$ cat src/rtl/rescan_fifo_filler.sv
// Write-side producer for the dual-clock rescan FIFO (wclk domain).
// Walks a lines x words frame, requests bursts only when the FIFO can take the
// whole burst, and writes returned words into the FIFO in order.
module rescan_fifo_filler #(
  parameter int unsigned WIDTH  = 128,
  parameter int unsigned DEPTH  = 256,
  parameter int unsigned BURST  = 8,
  parameter int unsigned AW     = 32,
  parameter int unsigned WBYTES = 16,
  localparam int unsigned CW    = $clog2(DEPTH),
  localparam int unsigned LW    = $clog2(BURST) + 1
) (
  input  logic             wclk,
  input  logic             wrst,
  input  logic             frame_start,
  input  logic [AW-1:0]    base_addr,
  input  logic [AW-1:0]    line_stride,
  input  logic [15:0]      words_line,
  input  logic [15:0]      lines_frame,
  input  logic [CW-1:0]    fifo_cnt,
  output logic             fifo_wr,
  output logic [WIDTH-1:0] fifo_din,
  output logic             req_valid,
  input  logic             req_ready,
  output logic [AW-1:0]    req_addr,
  output logic [LW-1:0]    req_len,
  input  logic             rsp_valid,
  input  logic [WIDTH-1:0] rsp_data,
  output logic             busy,
  output logic             done,
  output logic             ovf_err
);

  typedef enum logic [2:0] {StIdle, StCheck, StReq, StWait, StDrain, StDone} state_e;

  state_e           state_q, state_d;
  logic [AW-1:0]    stride_q, stride_d;
  logic [15:0]      words_q, words_d;
  logic [15:0]      lines_q, lines_d;
  logic [AW-1:0]    line_addr_q, line_addr_d;
  logic [AW-1:0]    cur_addr_q, cur_addr_d;
  logic [15:0]      line_idx_q, line_idx_d;
  logic [15:0]      word_idx_q, word_idx_d;
  logic [LW-1:0]    outst_q, outst_d;
  logic             pend_q, pend_d;
  logic             fifo_wr_q, fifo_wr_d;
  logic [WIDTH-1:0] fifo_din_q, fifo_din_d;
  logic             req_valid_q, req_valid_d;
  logic [AW-1:0]    req_addr_q, req_addr_d;
  logic [LW-1:0]    req_len_q, req_len_d;
  logic             busy_q, busy_d;
  logic             done_q, done_d;
  logic             ovf_q, ovf_d;

  logic [16:0]      rem;
  logic [LW-1:0]    len_c;
  logic             room;
  logic             load;
  logic [15:0]      word_n;
  logic [15:0]      line_n;
  logic [AW-1:0]    line_addr_n;

  // Next-state logic for the frame walker, response path and outputs.
  always_comb begin
    state_d     = state_q;
    stride_d    = stride_q;
    words_d     = words_q;
    lines_d     = lines_q;
    line_addr_d = line_addr_q;
    cur_addr_d  = cur_addr_q;
    line_idx_d  = line_idx_q;
    word_idx_d  = word_idx_q;
    outst_d     = outst_q;
    pend_d      = pend_q;
    fifo_wr_d   = 1'b0;
    fifo_din_d  = fifo_din_q;
    req_valid_d = req_valid_q;
    req_addr_d  = req_addr_q;
    req_len_d   = req_len_q;
    ovf_d       = ovf_q;
    done_d      = (state_q == StDone);
    load        = 1'b0;

    // Burst length never crosses the end of the current line.
    rem   = {1'b0, words_q} - {1'b0, word_idx_q};
    len_c = (rem > 17'(BURST)) ? LW'(BURST) : rem[LW-1:0];
    // fifo_cnt only lags on the read side, so this test can only under-estimate room.
    room  = (32'(fifo_cnt) + 32'(len_c)) <= 32'(DEPTH - 1);

    word_n      = word_idx_q + 16'(req_len_q);
    line_n      = line_idx_q + 16'd1;
    line_addr_n = line_addr_q + stride_q;

    // Responses are only legal while a burst is outstanding; others are dropped.
    if (rsp_valid) begin
      if (state_q == StWait && outst_q != '0) begin
        fifo_wr_d  = 1'b1;
        fifo_din_d = rsp_data;
        outst_d    = outst_q - LW'(1);
      end else begin
        ovf_d = 1'b1;
      end
    end

    if (frame_start && state_q != StIdle) begin
      pend_d = 1'b1;
    end

    unique case (state_q)
      StIdle: begin
        if (frame_start || pend_q) begin
          load   = 1'b1;
          pend_d = 1'b0;
        end
      end
      StCheck: begin
        if (room) begin
          req_valid_d = 1'b1;
          req_addr_d  = cur_addr_q;
          req_len_d   = len_c;
          state_d     = StReq;
        end
      end
      StReq: begin
        if (req_ready) begin
          req_valid_d = 1'b0;
          outst_d     = req_len_q;
          state_d     = StWait;
        end
      end
      StWait: begin
        if (rsp_valid && outst_q == LW'(1)) begin
          state_d = StDrain;
        end
      end
      StDrain: begin
        if (pend_q || frame_start) begin
          // Restart replaces the current frame; its done pulse is never emitted.
          load   = 1'b1;
          pend_d = 1'b0;
        end else if (word_n == words_q) begin
          word_idx_d  = '0;
          line_idx_d  = line_n;
          line_addr_d = line_addr_n;
          cur_addr_d  = line_addr_n;
          state_d     = (line_n == lines_q) ? StDone : StCheck;
        end else begin
          word_idx_d = word_n;
          cur_addr_d = cur_addr_q + AW'(req_len_q) * AW'(WBYTES);
          state_d    = StCheck;
        end
      end
      StDone: begin
        state_d = StIdle;
      end
      default: begin
        state_d = StIdle;
      end
    endcase

    if (load) begin
      stride_d    = line_stride;
      words_d     = words_line;
      lines_d     = lines_frame;
      line_addr_d = base_addr;
      cur_addr_d  = base_addr;
      line_idx_d  = '0;
      word_idx_d  = '0;
      state_d     = (words_line == '0 || lines_frame == '0) ? StDone : StCheck;
    end

    busy_d = (state_d != StIdle) && (state_d != StDone);
  end

  // State and registered outputs.
  always_ff @(posedge wclk) begin
    if (wrst) begin
      state_q     <= StIdle;
      stride_q    <= '0;
      words_q     <= '0;
      lines_q     <= '0;
      line_addr_q <= '0;
      cur_addr_q  <= '0;
      line_idx_q  <= '0;
      word_idx_q  <= '0;
      outst_q     <= '0;
      pend_q      <= 1'b0;
      fifo_wr_q   <= 1'b0;
      fifo_din_q  <= '0;
      req_valid_q <= 1'b0;
      req_addr_q  <= '0;
      req_len_q   <= '0;
      busy_q      <= 1'b0;
      done_q      <= 1'b0;
      ovf_q       <= 1'b0;
    end else begin
      state_q     <= state_d;
      stride_q    <= stride_d;
      words_q     <= words_d;
      lines_q     <= lines_d;
      line_addr_q <= line_addr_d;
      cur_addr_q  <= cur_addr_d;
      line_idx_q  <= line_idx_d;
      word_idx_q  <= word_idx_d;
      outst_q     <= outst_d;
      pend_q      <= pend_d;
      fifo_wr_q   <= fifo_wr_d;
      fifo_din_q  <= fifo_din_d;
      req_valid_q <= req_valid_d;
      req_addr_q  <= req_addr_d;
      req_len_q   <= req_len_d;
      busy_q      <= busy_d;
      done_q      <= done_d;
      ovf_q       <= ovf_d;
    end
  end

  assign fifo_wr   = fifo_wr_q;
  assign fifo_din  = fifo_din_q;
  assign req_valid = req_valid_q;
  assign req_addr  = req_addr_q;
  assign req_len   = req_len_q;
  assign busy      = busy_q;
  assign done      = done_q;
  assign ovf_err   = ovf_q;

endmodule

$ cat config.mk
export PLATFORM = sky130hd
export DESIGN_NAME = rescan_fifo_filler
export DESIGN_NICKNAME = d
export VERILOG_FILES = /design/src/rtl/rescan_fifo_filler.sv
export SDC_FILE = /design/constraint.sdc
export NUM_CORES = 1
export LEC_CHECK = 0
export ABC_AREA = 1
export BUFFER_PORTS_ARGS = -buffer_cell sky130_fd_sc_hd__buf_2
export CAP_MARGIN = 20
export CORE_MARGIN = 4
export CORE_UTILIZATION = 54
export CTS_CLUSTER_DIAMETER = 120
export DETAILED_ROUTE_END_ITERATION = 8
export GPL_TIMING_DRIVEN = 1
export MAX_ROUTING_LAYER = met4
export PLACE_DENSITY = 0.8
export SYNTH_ARGS = -nofsm -noshare
export SYNTH_HDL_FRONTEND = slang
export SYNTH_SLANG_ARGS = --single-unit
$ cat constraint.sdc
create_clock -name wclk -period 6.34 [get_ports wclk]
set_input_delay 0.317 -clock wclk [delete_from_list [all_inputs] [get_ports wclk]]
set_output_delay 0.317 -clock wclk [all_outputs]
set_load 0.02 [all_outputs]
Word level (Yosys, flattened, before mapping)
Index checks and enable logic that the tools add are counted.
- memory bits (read-only): 0
- output and inout port bits: 169
- register bits after elaboration: 337
- memory bits (writable): 0
- logic and storage cells: 100
- memories: 0
- bits in latches: 0
- input bits: 237
- reduce and logical (&&, ||, !) cells: 26
- add/sub/neg operators: 7
- bitwise gates (word level): 3
- $lt $le $gt $ge: 2
- div/mod/pow operators: 0
- eq/ne operators: 12
- multiply operators: 0
- shift-type cells: 0
- mux-type cells: 32
- operator list (kind ; number):
    $mux W32 ; 8
    $add A32 B32 Y32 ; 1
    $add A32 B8 Y32 ; 1
    $eq A16 B16 Y1 ; 2
    $logic_not A16 Y1 ; 2
    $mux W3 ; 8
    $mux W4 ; 5
    $gt A17 B4 Y1 const B ; 1
    $sub A16 B16 Y17 ; 1
    $add A16 B1 Y16 const B ; 1
    $add A16 B4 Y16 ; 1
    $mux W16 ; 1
    $pmux W3 S5 ; 1
    $reduce_and A2 Y1 ; 5
    $add A8 B4 Y9 ; 1
    $le A9 B8 Y1 const B ; 1
    $reduce_and A3 Y1 ; 3
    $mux W1 ; 8
    $eq A3 B2 Y1 const B ; 2
    $eq A3 B3 Y1 const B ; 2
    $ne A2 B2 Y1 const B ; 3
    $reduce_bool A2 Y1 ; 3
    $reduce_bool A3 Y1 ; 2
    $reduce_or A2 Y1 ; 3
    other kinds (10) ; 16

Depth between registers and ports, before layout
- word-level depth: 10
- mapped depth: 30
- mapped depth without buffers: 30

Worst setup path before layout
No wires, ideal clock.
- path type: register to register
- start point: reg word_idx_q[4]
- end point: reg req_addr_q[10], in the netlist req_addr[10]
- path slack: 2697 ps
- data arrival time: 3515 ps
- required time: 6212 ps
- path buffers: 2
- clock period less this slack: 3643 ps
- stages on the path, launching flop included: 27
- setup time: 128 ps
- path through: dfxtp_1 -> inv_1 -> ha_1 -> a21oi_1 -> nand2_1 -> nand2_1 -> nand4_1 -> nand2_1 -> nand2_1 -> nand3_1 -> nand3_1 -> nand2_1 -> inv_1 -> nand2_1 -> nor2_1 -> nand4_1 -> nor2_1 -> ha_1 -> fa_1 -> nand3_1 -> nand2_1 -> nand3_1 -> nand2_1 -> inv_1 -> clkbuf_1 -> clkbuf_1 -> a21oi_1
- word-level cells in the longest chain between the ends: 6
- RTL lines (element ; RTL line ; RTL):
    start: declaration ; 43 ; logic [15:0] word_idx_q, word_idx_d;
    start signal: assignment ; 204 ; word_idx_q <= word_idx_d;
    $sub A16 B16 Y17 ; 85 ; rem = {1'b0, words_q} - {1'b0, word_idx_q};
    $gt A17 B4 Y1 ; 86 ; len_c = (rem > 17'(BURST)) ? LW'(BURST) : rem[LW-1:0];
    $mux W4 ; 86 ;
    net len_c[0] ; 56 ; logic [LW-1:0] len_c;
    $add A8 B4 Y9 ; 88 ; room = (32'(fifo_cnt) + 32'(len_c)) <= 32'(DEPTH - 1);
    $le A9 B8 Y1 ; 88 ;
    $reduce_and A2 Y1 (no line) ; -- ;
    end signal: assignment ; 210 ; req_addr_q <= req_addr_d;
    end: declaration ; 49 ; logic [AW-1:0] req_addr_q, req_addr_d;
The timed path passes the listed nets, and every way through them passes these cells.
A chain may end at the register's enable or synchronous reset.

Worst setup path after layout
- start point: reg word_idx_q[4]
- end point: reg req_len_q[1], in the netlist req_len[1]
- word-level cells in the longest chain between the ends: 6
- RTL lines (element ; RTL line ; RTL):
    $sub A16 B16 Y17 ; 85 ;
    $gt A17 B4 Y1 ; 86 ;
    $mux W4 ; 86 ;
    net len_c[0] ; 56 ;
    $add A8 B4 Y9 ; 88 ;
    $le A9 B8 Y1 ; 88 ;
    $reduce_and A2 Y1 (no line) ; -- ;
    end signal: assignment ; 211 ; req_len_q <= req_len_d;
    end: declaration ; 50 ; logic [LW-1:0] req_len_q, req_len_d;
The timed path passes the listed nets, and every way through them passes these cells.

==> run summary <==
The routed wire length per instance is 17.83 µm, and the max-capacitance violation count is 0. The largest individual stage delay along the critical path comes from the cell inv_2. Synthesis produced a netlist with a net count of 2,923. After clock tree synthesis, the setup repair step added 0 buffers. In this run the tightest slew margin relative to its limit is 27.76%. In this run, CTS created clock tree buffers numbering 38. TritonCTS built the clock tree.

The smallest clock period supported by the final layout is computed as 4.854 ns. The type of element launching the critical path is a register. The maximum buffer depth of the clock tree is 3. After synthesis the netlist holds a flip-flop and latch count of 337.

For the sum of routed wire length over all layers, the log shows 62,740 µm. Setup repair after global routing left no endpoint under its margin. In the synthesized netlist, the cells that appear most often are nor2_1, nand2_1, dfxtp_1.

The count of H-tree levels built during CTS was 2. Static timing analysis puts the maximum clock frequency at 206.0 MHz. The fraction of layout instances using a drive strength above 1 works out to 16.87%. After routing the design area is 22,270 µm². The number of failing setup endpoints in the final timing report came out at 0.

The placed instance area was 19,870 µm². After clock tree synthesis, the clock-pin slew on the worst setup and hold paths is 0.06 ns. The via count of the first global-routing pass is 18,650, and the worst setup skew after layout is 0.02258 ns. The region available for standard cell placement spans 31,960 µm². The initial core utilization came out at 55.32%.

The Yosys step of the flow raised 0 warnings. After synthesis, the cell types taking the most area are dfxtp_1, nor2_1, nand2_1. In this run the remaining antenna-violating nets after routing total 0. The die covers 35,700 µm². The HPWL after detailed placement is 45,010 µm. The iteration count of the initial detailed-routing pass was 6. The initial antenna violation count was 1. For the routability-driven placement congestion ratio, the log shows 0.9878.

Of all nets on the critical path, the largest fanout is 59. Number of buffers and inverters on the critical path: 3. The final design utilization was 69.68%. The floorplan die height works out to 188.9 µm.

The count of input and output buffers works out to 405. 406 I/O pins were placed. On the critical path the largest part of the delay comes from simple AND/OR/NAND/NOR gates. Post-synth design cell area: 17,680 µm². The run gives 0 as the number of failing hold endpoints at the final stage. Of the post-synthesis cell area, the dominant cell type holds 38.16%. The worst setup path is captured at a register. The final cycle utilization of the critical path is 76.56%, and the routed via count is 19,420. At the later pin of the worst-skew pair, clock insertion delay measures 0.55 ns. The logs give 47 for the post-synthesis cell type count and 0 for the number of remaining DRC errors. The run finished with clean final reports. The logs give 0 for the total grt overflow and 38.16% for the sequential-to-total area share from yosys stat.

The initial DRC count is 1,654, and the post-synthesis async set-or-reset flop share is 0%. The post-detailed-route via-to-cell ratio was 5.520. The tools report the gate count of the mapped netlist as 2,620. The kind of path behind the tightest hold check is in -> reg. In the final design database the tool counted 3,355 nets. The run gives 0 ns as the final sum of negative setup slack.

The mean cell area of the mapped netlist was 6.748 µm². For this run, the slowest stage of the critical path takes 0.80 ns. The number of max-slew violations in the final report was 0.

Row generation in the floorplan step produced 65 rows. The arrival time of the worst setup path is 5.32 ns, and the transition time of the tightest slew-check pin is 1.084 ns. Measured along the x axis, the die boundary spans 188.9 µm. Across every metal layer, demand over resource in global routing totals 34.46%. For the number of fill cells, the log shows 2,714. Compared with the post-synthesis result, the final layout area differs by 25.96%. Clock tree synthesis selected as its root buffer the cell clkbuf_16. The kind of critical path is reg -> reg. The power per unit of standard cell area is 303.2 nW/µm², and the static leakage power is 0.01101 µW.

For the maximum resistive drop on vdd, the log shows 0.2861 mV. The most used flip-flop cell after synthesis is dfxtp_1. The first global-routing pass estimated 98,220 µm of wire. The cell type with the highest aggregate area in the netlist is dfxtp_1.

In this run, synthesis inferred 0 flip-flops with an integrated enable. For the count of clock tree sinks, the log shows 337. Most common cell in the netlist: nor2_1. Dominant cell type by count on the critical path: nand2_1. Critical path data required time: 6.80 ns.

Entering global routing, the biggest net connects 132 pins.
repair_timing:
action                                 CTS  global route
hold buffers                            91             2
gates resized for setup                  0             0
endpoints found under the hold margin   91             2
area by class of cell:
type                            instances  area [µm²]  area share (%)
Multi-Input combinational cell       1926        9570           42.97
Sequential cell                       337        6746           30.29
Timing Repair Buffer                  509        3060           13.74
Clock buffer                           45        1028           4.618
Inverter                              240       910.9           4.090
Tap cell                              435       544.3           2.444
Clock inverter                         25       407.9           1.831
Antenna cell                            1       2.502         0.01124
flip-flops by register name, indices dropped and copies added, names as in the netlist:
register,flops
busy,1
cur_addr_q,32
done,1
fifo_din,128
fifo_wr,1
line_addr_q,32
line_idx_q,16
lines_q,16
outst_q,4
ovf_err,1
pend_q,1
req_addr,32
req_len,4
req_valid,1
state_q,3
stride_q,32
word_idx_q,16
words_q,16
per-stage QoR:
step	instances	total power (µW)	setup slack (ns)	hold slack [ns]
after global placement	3353	4146	1.719	0.4522
after floorplan	2620	3641	2.697	0.4003
final	3518	6752	1.486	0.008401
after CTS	3514	6753	1.533	0.00003081
after global routing	3518	7095	0.7983	0.005145
after detailed placement	3353	4177	1.555	0.4588
power breakdown:
group	internal, µW	switching (µW)
Clock	1580	948
Sequential	2320	166
Combinational	598	1130
metal layers:
layer  track usage (%)  wire length [µm]  part of all wire, %  vias up
li1                  -                 -                    -     9386
met1             42.34             25260                   40     9020
met2             56.75             29850                   48      839
met3             5.623              4718                  7.5      176
met4             14.10              2905                  4.6        0
met5                 -                 0                    0        -
worst min-delay path, delay by kind of cell:
| kind | cells | cell delay [ns] |
|---|---|---|
| and+or+nand+nor | 2 | 0.12 |
| buffers and inverters | 1 | 0.07 |
layout by cell type, fill, tap and decap left out, types with 10 or more instances in the layout:
cell,netlist,layout
nor2_1,513,511
a21oi_1,178,178
nand4_1,41,41
xnor2_1,22,22
clkbuf_16,0,39
nand2_1,477,477
o211ai_1,15,15
bufinv_16,0,10
buf_4,2,10
buf_2,11,405
o21ai_0,332,332
inv_1,233,231
nand3_1,112,112
nand3b_1,11,11
dfxtp_1,337,337
xor2_1,53,53
nor3_1,26,26
dlygate4sd3_1,0,93
ha_1,61,61
kinds of logic after synthesis:
| kind of cell | Yosys count | synth area share, % |
|---|---|---|
| AO/OA/AOI/OAI | 567 | 16.89 |
| flip-flops | 337 | 38.16 |
| XOR/XNOR | 76 | 3.843 |
| buffers and inverters | 357 | 7.798 |
| adder cells (fa/ha/maj) | 66 | 4.883 |
| AND/OR/NAND/NOR | 1217 | 28.43 |
worst paths after layout:
path	startpoint	to	slack [ns]	cells past startpoint
max	word_idx_q[4]	req_len[1]	1.49	25
min	rsp_data[44]	fifo_din[44]	0.008	3
max reg2reg	word_idx_q[4]	req_len[1]	1.49	25
min reg2reg	line_addr_q[22]	line_addr_q[22]	0.47	2
No activity file was read; power rests on OpenSTA's default activity.
